`config.mk`:
```
export PLATFORM = sky130hd
export DESIGN_NAME = mem_bus_initiator
export DESIGN_NICKNAME = d
export VERILOG_FILES = /design/src/rtl/mem_bus_initiator.sv
export SDC_FILE = /design/constraint.sdc
export NUM_CORES = 1
export LEC_CHECK = 0
export BUFFER_PORTS_ARGS = -buffer_cell sky130_fd_sc_hd__buf_2
export CORE_MARGIN = 5
export CORE_UTILIZATION = 40
export DETAILED_ROUTE_END_ITERATION = 16
export GPL_TIMING_DRIVEN = 0
export MAX_ROUTING_LAYER = met4
export PLACE_DENSITY = 0.67
export SYNTH_ARGS = -nofsm -noshare
export SYNTH_HDL_FRONTEND = slang
export SYNTH_SLANG_ARGS = --single-unit
```
`constraint.sdc`:
```
create_clock -name clock -period 2.2 [get_ports clock]
set_input_delay 0.22 -clock clock [delete_from_list [all_inputs] [get_ports clock]]
set_output_delay 0.22 -clock clock [all_outputs]
set_load 0.01 [all_outputs]
```
`src/rtl/mem_bus_initiator.sv`:
```
// ---------------------------------------------------------------------------
// mem_bus_initiator : command-driven initiator for the picorv32 native memory
//                     bus (single read/write, incrementing burst read, timeout)
// Revision 1.0
// ---------------------------------------------------------------------------
`default_nettype none

module mem_bus_initiator #(
  parameter int unsigned TIMEOUT_CYCLES = 1024,
  parameter int unsigned COUNT_BITS     = 8
) (
  input  logic                  clock,
  input  logic                  reset,
  input  logic                  cmd_valid,
  output logic                  cmd_ready,
  input  logic                  cmd_write,
  input  logic                  cmd_instr,
  input  logic [31:0]           cmd_addr,
  input  logic [31:0]           cmd_wdata,
  input  logic [3:0]            cmd_wstrb,
  input  logic [COUNT_BITS-1:0] cmd_count,
  output logic                  rsp_valid,
  input  logic                  rsp_ready,
  output logic [31:0]           rsp_rdata,
  output logic                  rsp_error,
  output logic                  rsp_last,
  output logic                  busy,
  output logic                  mem_valid,
  output logic                  mem_instr,
  input  logic                  mem_ready,
  output logic [31:0]           mem_addr,
  output logic [31:0]           mem_wdata,
  output logic [3:0]            mem_wstrb,
  input  logic [31:0]           mem_rdata
);

  localparam int unsigned WAIT_W = (TIMEOUT_CYCLES > 2) ? $clog2(TIMEOUT_CYCLES) : 1;
  localparam logic [WAIT_W-1:0] WAIT_LAST =
      (TIMEOUT_CYCLES > 0) ? WAIT_W'(TIMEOUT_CYCLES - 1) : '0;
  localparam bit TIMEOUT_EN = (TIMEOUT_CYCLES != 0);

  typedef enum logic [1:0] {
    IDLE = 2'd0,
    REQ  = 2'd1,
    RSP  = 2'd2
  } state_t;

  state_t                state_q,     state_d;
  logic                  cmd_ready_q, cmd_ready_d;
  logic                  rsp_valid_q, rsp_valid_d;
  logic [31:0]           rsp_rdata_q, rsp_rdata_d;
  logic                  rsp_error_q, rsp_error_d;
  logic                  rsp_last_q,  rsp_last_d;
  logic                  busy_q,      busy_d;
  logic                  mem_valid_q, mem_valid_d;
  logic                  mem_instr_q, mem_instr_d;
  logic [31:0]           mem_addr_q,  mem_addr_d;
  logic [31:0]           mem_wdata_q, mem_wdata_d;
  logic [3:0]            mem_wstrb_q, mem_wstrb_d;
  logic [COUNT_BITS-1:0] remaining_q, remaining_d;
  logic                  is_write_q,  is_write_d;
  logic [WAIT_W-1:0]     wait_cnt_q,  wait_cnt_d;
  logic                  expired;

  // Expiry is the last waiting cycle; a simultaneous mem_ready takes priority.
  assign expired = TIMEOUT_EN && (wait_cnt_q == WAIT_LAST);

  always_comb begin
    state_d     = state_q;
    cmd_ready_d = cmd_ready_q;
    rsp_valid_d = rsp_valid_q;
    rsp_rdata_d = rsp_rdata_q;
    rsp_error_d = rsp_error_q;
    rsp_last_d  = rsp_last_q;
    mem_valid_d = mem_valid_q;
    mem_instr_d = mem_instr_q;
    mem_addr_d  = mem_addr_q;
    mem_wdata_d = mem_wdata_q;
    mem_wstrb_d = mem_wstrb_q;
    remaining_d = remaining_q;
    is_write_d  = is_write_q;
    wait_cnt_d  = wait_cnt_q;

    case (state_q)
      IDLE: begin
        cmd_ready_d = 1'b1;
        rsp_valid_d = 1'b0;
        if (cmd_valid && cmd_ready_q) begin
          cmd_ready_d = 1'b0;
          mem_valid_d = 1'b1;
          mem_instr_d = cmd_instr;
          mem_addr_d  = cmd_addr;
          mem_wdata_d = cmd_wdata;
          mem_wstrb_d = cmd_write ? cmd_wstrb : 4'h0;
          remaining_d = cmd_write ? '0 : cmd_count;
          is_write_d  = cmd_write;
          wait_cnt_d  = '0;
          state_d     = REQ;
        end
      end

      REQ: begin
        if (mem_ready) begin
          mem_valid_d = 1'b0;
          rsp_valid_d = 1'b1;
          rsp_rdata_d = is_write_q ? 32'h0 : mem_rdata;
          rsp_error_d = 1'b0;
          rsp_last_d  = (remaining_q == '0);
          state_d     = RSP;
        end else if (expired) begin
          mem_valid_d = 1'b0;
          rsp_valid_d = 1'b1;
          rsp_rdata_d = 32'h0;
          rsp_error_d = 1'b1;
          rsp_last_d  = 1'b1;
          remaining_d = '0;
          state_d     = RSP;
        end else begin
          wait_cnt_d  = wait_cnt_q + WAIT_W'(1);
        end
      end

      RSP: begin
        if (rsp_ready) begin
          rsp_valid_d = 1'b0;
          if (rsp_last_q) begin
            cmd_ready_d = 1'b1;
            state_d     = IDLE;
          end else begin
            mem_addr_d  = mem_addr_q + 32'd4;
            remaining_d = remaining_q - COUNT_BITS'(1);
            mem_valid_d = 1'b1;
            wait_cnt_d  = '0;
            state_d     = REQ;
          end
        end
      end

      default: begin
        state_d = IDLE;
      end
    endcase

    busy_d = (state_d != IDLE);
  end

  always_ff @(posedge clock) begin
    if (reset) begin
      state_q     <= IDLE;
      cmd_ready_q <= 1'b0;
      rsp_valid_q <= 1'b0;
      rsp_rdata_q <= 32'h0;
      rsp_error_q <= 1'b0;
      rsp_last_q  <= 1'b0;
      busy_q      <= 1'b0;
      mem_valid_q <= 1'b0;
      mem_instr_q <= 1'b0;
      mem_addr_q  <= 32'h0;
      mem_wdata_q <= 32'h0;
      mem_wstrb_q <= 4'h0;
      remaining_q <= '0;
      is_write_q  <= 1'b0;
      wait_cnt_q  <= '0;
    end else begin
      state_q     <= state_d;
      cmd_ready_q <= cmd_ready_d;
      rsp_valid_q <= rsp_valid_d;
      rsp_rdata_q <= rsp_rdata_d;
      rsp_error_q <= rsp_error_d;
      rsp_last_q  <= rsp_last_d;
      busy_q      <= busy_d;
      mem_valid_q <= mem_valid_d;
      mem_instr_q <= mem_instr_d;
      mem_addr_q  <= mem_addr_d;
      mem_wdata_q <= mem_wdata_d;
      mem_wstrb_q <= mem_wstrb_d;
      remaining_q <= remaining_d;
      is_write_q  <= is_write_d;
      wait_cnt_q  <= wait_cnt_d;
    end
  end

  assign cmd_ready = cmd_ready_q;
  assign rsp_valid = rsp_valid_q;
  assign rsp_rdata = rsp_rdata_q;
  assign rsp_error = rsp_error_q;
  assign rsp_last  = rsp_last_q;
  assign busy      = busy_q;
  assign mem_valid = mem_valid_q;
  assign mem_instr = mem_instr_q;
  assign mem_addr  = mem_addr_q;
  assign mem_wdata = mem_wdata_q;
  assign mem_wstrb = mem_wstrb_q;

endmodule

`default_nettype wire

```
**Yosys cells after proc, flatten, opt, wreduce, memory -nomap -nowiden**

Cells that the tools add are included.

- Flip-flop bits (word level): 128
- Bits of input ports: 115
- Output and inout bits: 107

- $add $sub $neg: 3
- Equal/unequal tests: 11
- Muxes and demuxes: 43
- Reductions and logical operators: 15

Operators by type and width:

| operator | number |
|---|---|
| $mux 32 | 6 |
| $pmux 32 s2 | 1 |
| $mux 10 | 5 |
| $mux 8 | 6 |
| $add 32x3->32 const B | 1 |
| $pmux 10 s3 | 1 |
| $pmux 8 s3 | 1 |
| $mux 1 | 14 |
| $ne 2x2->1 const B | 7 |
| $reduce_and 6->1 | 2 |
| $add 10x1->10 const B | 1 |
| $eq 10x10->1 const B | 1 |
| $logic_not 8->1 | 1 |
| $mux 2 | 4 |
| $sub 8x1->8 const B | 1 |
| $pmux 1 s3 | 2 |
| $pmux 2 s3 | 1 |
| $reduce_and 3->1 | 2 |
| $reduce_bool 2->1 | 3 |
| $reduce_and 5->1 | 1 |
| $mux 4 | 1 |
| $reduce_and 2->1 | 2 |
| $reduce_and 4->1 | 1 |
| $ne 3x3->1 const B | 1 |
| 6 further kinds | 6 |

**Depth between registers and ports, before layout**

- Depth after elaboration: 5
- Mapped depth: 10

**Worst setup path before layout**

OpenSTA, ideal clock, no wires.

- Kind: reg2reg
- Start point: register state_q[0]
- End point: register remaining_q[0]
- Setup time: 0.134 ns
- Arrival time: 1.998 ns
- Required time: 2.066 ns
- Path slack: 0.068 ns
- Stages on the path, launching flop included: 10
- Buffers on the path: 2
- Clock period less this slack: 2.132 ns
- Cell sequence: dfxtp_1 > inv_1 > ha_1 > buf_2 > nor2b_1 > a2111oi_0 > buf_2 > nand3_1 > a211oi_1 > a211oi_1

- Word-level cells in the longest chain between the ends: 3
- Elaborated cells on any way between the ends: 11
- Those cells by class: 7 x eq/ne; 1 x mux; 3 x reduce/logical

Ends and longest elaborated chain:

| what | RTL line | RTL |
|---|---|---|
| from (decl) | 48 | `state_t state_q, state_d;` |
| from (signal assigned) | 165 | `state_q <= state_d;` |
| $eq 2x1->1 (tied with other cells) | 84 | `case (state_q)` |
| $ne 2x2->1 (no source line) / $reduce_bool 3->1 (equally long branches) | -- |  |
| $reduce_and 6->1 (no source line) | -- |  |
| to (signal assigned) | 177 | `remaining_q <= remaining_d;` |
| to (decl) | 60 | `logic [COUNT_BITS-1:0] remaining_q, remaining_d;` |

Parallel ways exist; a longest one is shown, timed or not.
A chain may end at the register's enable or synchronous reset.

**Final worst setup path**

- Start point: register state_q[1]
- End point: register mem_addr_q[21] (netlist: mem_addr[21])

- Word-level cells in the longest chain between the ends: 3
- Elaborated cells on any way between the ends: 8
- Those cells by class: 4 x eq/ne; 1 x mux; 3 x reduce/logical

Ends and longest elaborated chain:

| what | RTL line | RTL |
|---|---|---|
| $eq 2x2->1 / $logic_not 2->1 (equally long branches) | 84 |  |
| $ne 2x2->1 (no source line) / $reduce_bool 2->1 (equally long branches) | -- |  |
| $reduce_and 4->1 (no source line) | -- |  |
| to (signal assigned) | 174 | `mem_addr_q <= mem_addr_d;` |
| to (decl) | 57 | `logic [31:0] mem_addr_q, mem_addr_d;` |

Parallel ways exist; a longest one is shown, timed or not.

==> results.ini <==
[critical_path]
cp-end-kind = flip-flop
path_cells = ha_1 -> buf_2 -> nor2_1 -> a211o_2 -> or3_1 -> mux2_2 -> a31oi_1
cpPeakStageDelay_ns = 0.42
cp_max_fo = 10
arrival_ns = 2.46
startpoint_type = flip-flop
cpMaxStageDelayCell = a211o_2
worstSetupPathType = reg2reg
required_ns = 2.54

[floorplanning]
die_w_um = 131
dieArea_um2 = 17200
core_um2 = 14500
ioPinCount = 222
row_count = 44
die_h_um = 131
start_util_pct = 40.6

[clock_tree]
cts_tree = done
clock-root-buffer = clkbuf_16
htreeDepth = 4
clk_pin_slew_ns = 0.06
clock_path_buffers = 2
insertion_delay_ns = 0.42
cts_made_buffers = 17
clock_sinks = 128

[yosys]
syn-num-nets = 864
synth_compound_area_share_pct = 22.7
postSynthRegisterBits = 128
synthCells = 742
yosys_warnings = 0
synth_cell_types = 59
synth_top_family_by_area = simple AND/OR/NAND/NOR gates
synth-xor-area-share_pct = 0.745
yosysSeqAreaShare_pct = 43.6
ys.flop_type = dfxtp_1
yosys.area_share.simple_pct = 26.6
synth_top_area_share_pct = 43.6
yosysTopAreaCell = dfxtp_1
async_flop_share_pct = 0
syn_avg_cell_area_um2 = 7.93
synthMuxAreaShare_pct = 0.915
synth.area.top_cells = dfxtp_1, nand2_1, a21oi_1
synth_edf_count = 0
syn_area_um2 = 5880
synth_fa_ha_area_share_pct = 1.49

[cells_and_area]
ff_latch_area_um2 = 2560
multiInputGateArea_um2 = 3170
fillers = 1407
area_delta_synth_final_pct = 36.6
fin_area_um2 = 8030
nNetsFinal = 1106
most-common-layout-cells = buf_2, dfxtp_1, nand2_1
drive_gt1_share_pct = 31.1
final_common_cell = buf_2
final_core_util_pct = 55.5

[grt]
grt_pass1_wl_um = 31600
grt_max_degree = 17
grt_pass1_vias = 5965
grt_usage_pct = 22.8
grt_overflow = 0
antenna_found_initial = 2

[timing]
drv_slew = 0
hold_violations = 0
setup_slack_ns = 0.0794
worstMarginPinSlew_ns = 0.889
maxSlewHeadroom_pct = 40.7
rsz0062_at_grt = yes
fin_setup_tns_ns = 0
layout_min_cycle_time_ns = 2.12
post-route-period-util_pct = 96.4
finalSetupViolations = 0
worst_clock_skew_ns = 0.00713
fmax_mhz = 472

[route]
wl_um = 20100
num_vias = 6424
drt_pre_antenna_iters = 5
drc = 0
drt-initial-drc-count = 592
vias_per_cell = 5.43
antenna_left = 0
wl_per_cell_um = 17.0

[outcome]
status = finished clean

[power]
ir_drop_v = 0.000575
switching_share_pct = 30.7
p_sw_uw = 2360
pwr-share-clk_pct = 41.0
power_frac_seq_pct = 36.5
p_comb_share_pct = 22.4
p_per_area_nw_per_um2 = 958
leakagePower_uw = 0.00344
internal-power_uw = 5330

[placed_design]
gp_congestion = 0.884
dpl.hpwl_um = 14600
dp_slack_ns = -0.610
portBuffers = 220
placed_area_um2 = 7210

[worst_hold_path]
hold_path.class = in2reg

[run]
max_cap_violations = 0

[synth_stat cells, types with 3 or more instances]
library cell	count
clkbuf_1	42
nand4_1	16
a211oi_1	9
or2_2	3
nor2b_1	12
and3_1	8
nor2_1	67
o31ai_1	5
and2_1	8
or4_1	3
nand3_1	25
xor2_1	5
dfxtp_1	128
inv_1	11
a21oi_1	74
a22oi_1	35
nand2b_1	7
nand2_1	124
and4_1	5
o21ai_0	40
nor4_1	9
nor3_1	22
buf_2	5
a21o_1	6
a31oi_1	12
mux2_2	3
or3_1	7
ha_1	7
[layer usage]
layer	wire length (um)	share of wire, %	GRT usage, %	vias to the layer above
li1	-	-	-	3159
met1	8590	43	28.9	2965
met2	9490	47	36.0	271
met3	1630	8.1	6.12	29
met4	380	1.9	6.69	0
met5	0	0	-	-
[area by class of cell]
class,count,area share (%)
timing repair buffer,224,14.1
clock buffer,19,5.64
sequential,128,31.9
buffer,48,2.82
antenna,2,0.0623
inverter,11,0.514
clock inverter,13,2.60
tap,184,2.87
multi-input combinational,554,39.5
[cells by family after synthesis]
| group | after synthesis |
|---|---|
| multiplexers | 5 |
| buffers and inverters | 60 |
| adder cells (fa/ha/maj) | 7 |
| AND/OR/NAND/NOR | 326 |
| XOR/XNOR | 5 |
| AO/OA/AOI/OAI | 211 |
| flip-flops | 128 |
[what timing repair did]
action,4_1_cts,5_1_grt
endpoints found under the setup margin,52,98
pin swaps,2,0
resized for setup,20,38
cloned,0,0
setup buffers,4,0
hold buffers,0,0
[metrics by stage]
step,cells,hold slack [ns],total power (uW)
global route,1183,0.0239,8050
CTS,1182,0.0214,7690
finish,1183,0.0351,7690
floorplan,742,0.356,3780
detailed placement,1146,0.443,4460
global placement,1146,0.438,4440
[state kept, by name (all words and copies together), names as in the netlist]
name	cells
mem_valid	1
mem_wdata	32
state_q	2
rsp_error	1
rsp_valid	1
busy	1
mem_addr	32
wait_cnt_q	10
mem_instr	1
rsp_rdata	32
remaining_q	8
cmd_ready	1
mem_wstrb	4
rsp_last	1
is_write_q	1
[worst paths after layout]
check	startpoint	end	slack, ns	cells after the start
worst min register to register	mem_wdata[2]	mem_wdata[2]	0.45	2
worst max-delay path	state_q[1]	mem_addr[21]	0.08	7
worst min-delay path	mem_rdata[25]	rsp_rdata[25]	0.04	3
worst max register to register	state_q[1]	mem_addr[21]	0.08	7
[worst max-delay path, delay by kind of cell, from the launching register on]
| family | cells | cell delay [ns] |
|---|---|---|
| compound gates | 2 | 0.55 |
| fa+ha+maj | 1 | 0.16 |
| buf+inv | 1 | 0.23 |
| flops | 1 | 0.39 |
| mux | 1 | 0.27 |
| simple gates | 2 | 0.44 |
[power groups by stage]
| stage | Clock, uW | Combinational, uW | Sequential [uW] |
|---|---|---|---|
| after CTS | 3190 | 1690 | 2800 |
| after global routing | 3310 | 1900 | 2850 |
| after detailed placement | 0 | 1610 | 2850 |
| final | 3160 | 1730 | 2810 |
| after global placement | 0 | 1600 | 2840 |
| after floorplan | 0 | 882 | 2900 |
Power figures use the tool's default switching activity.
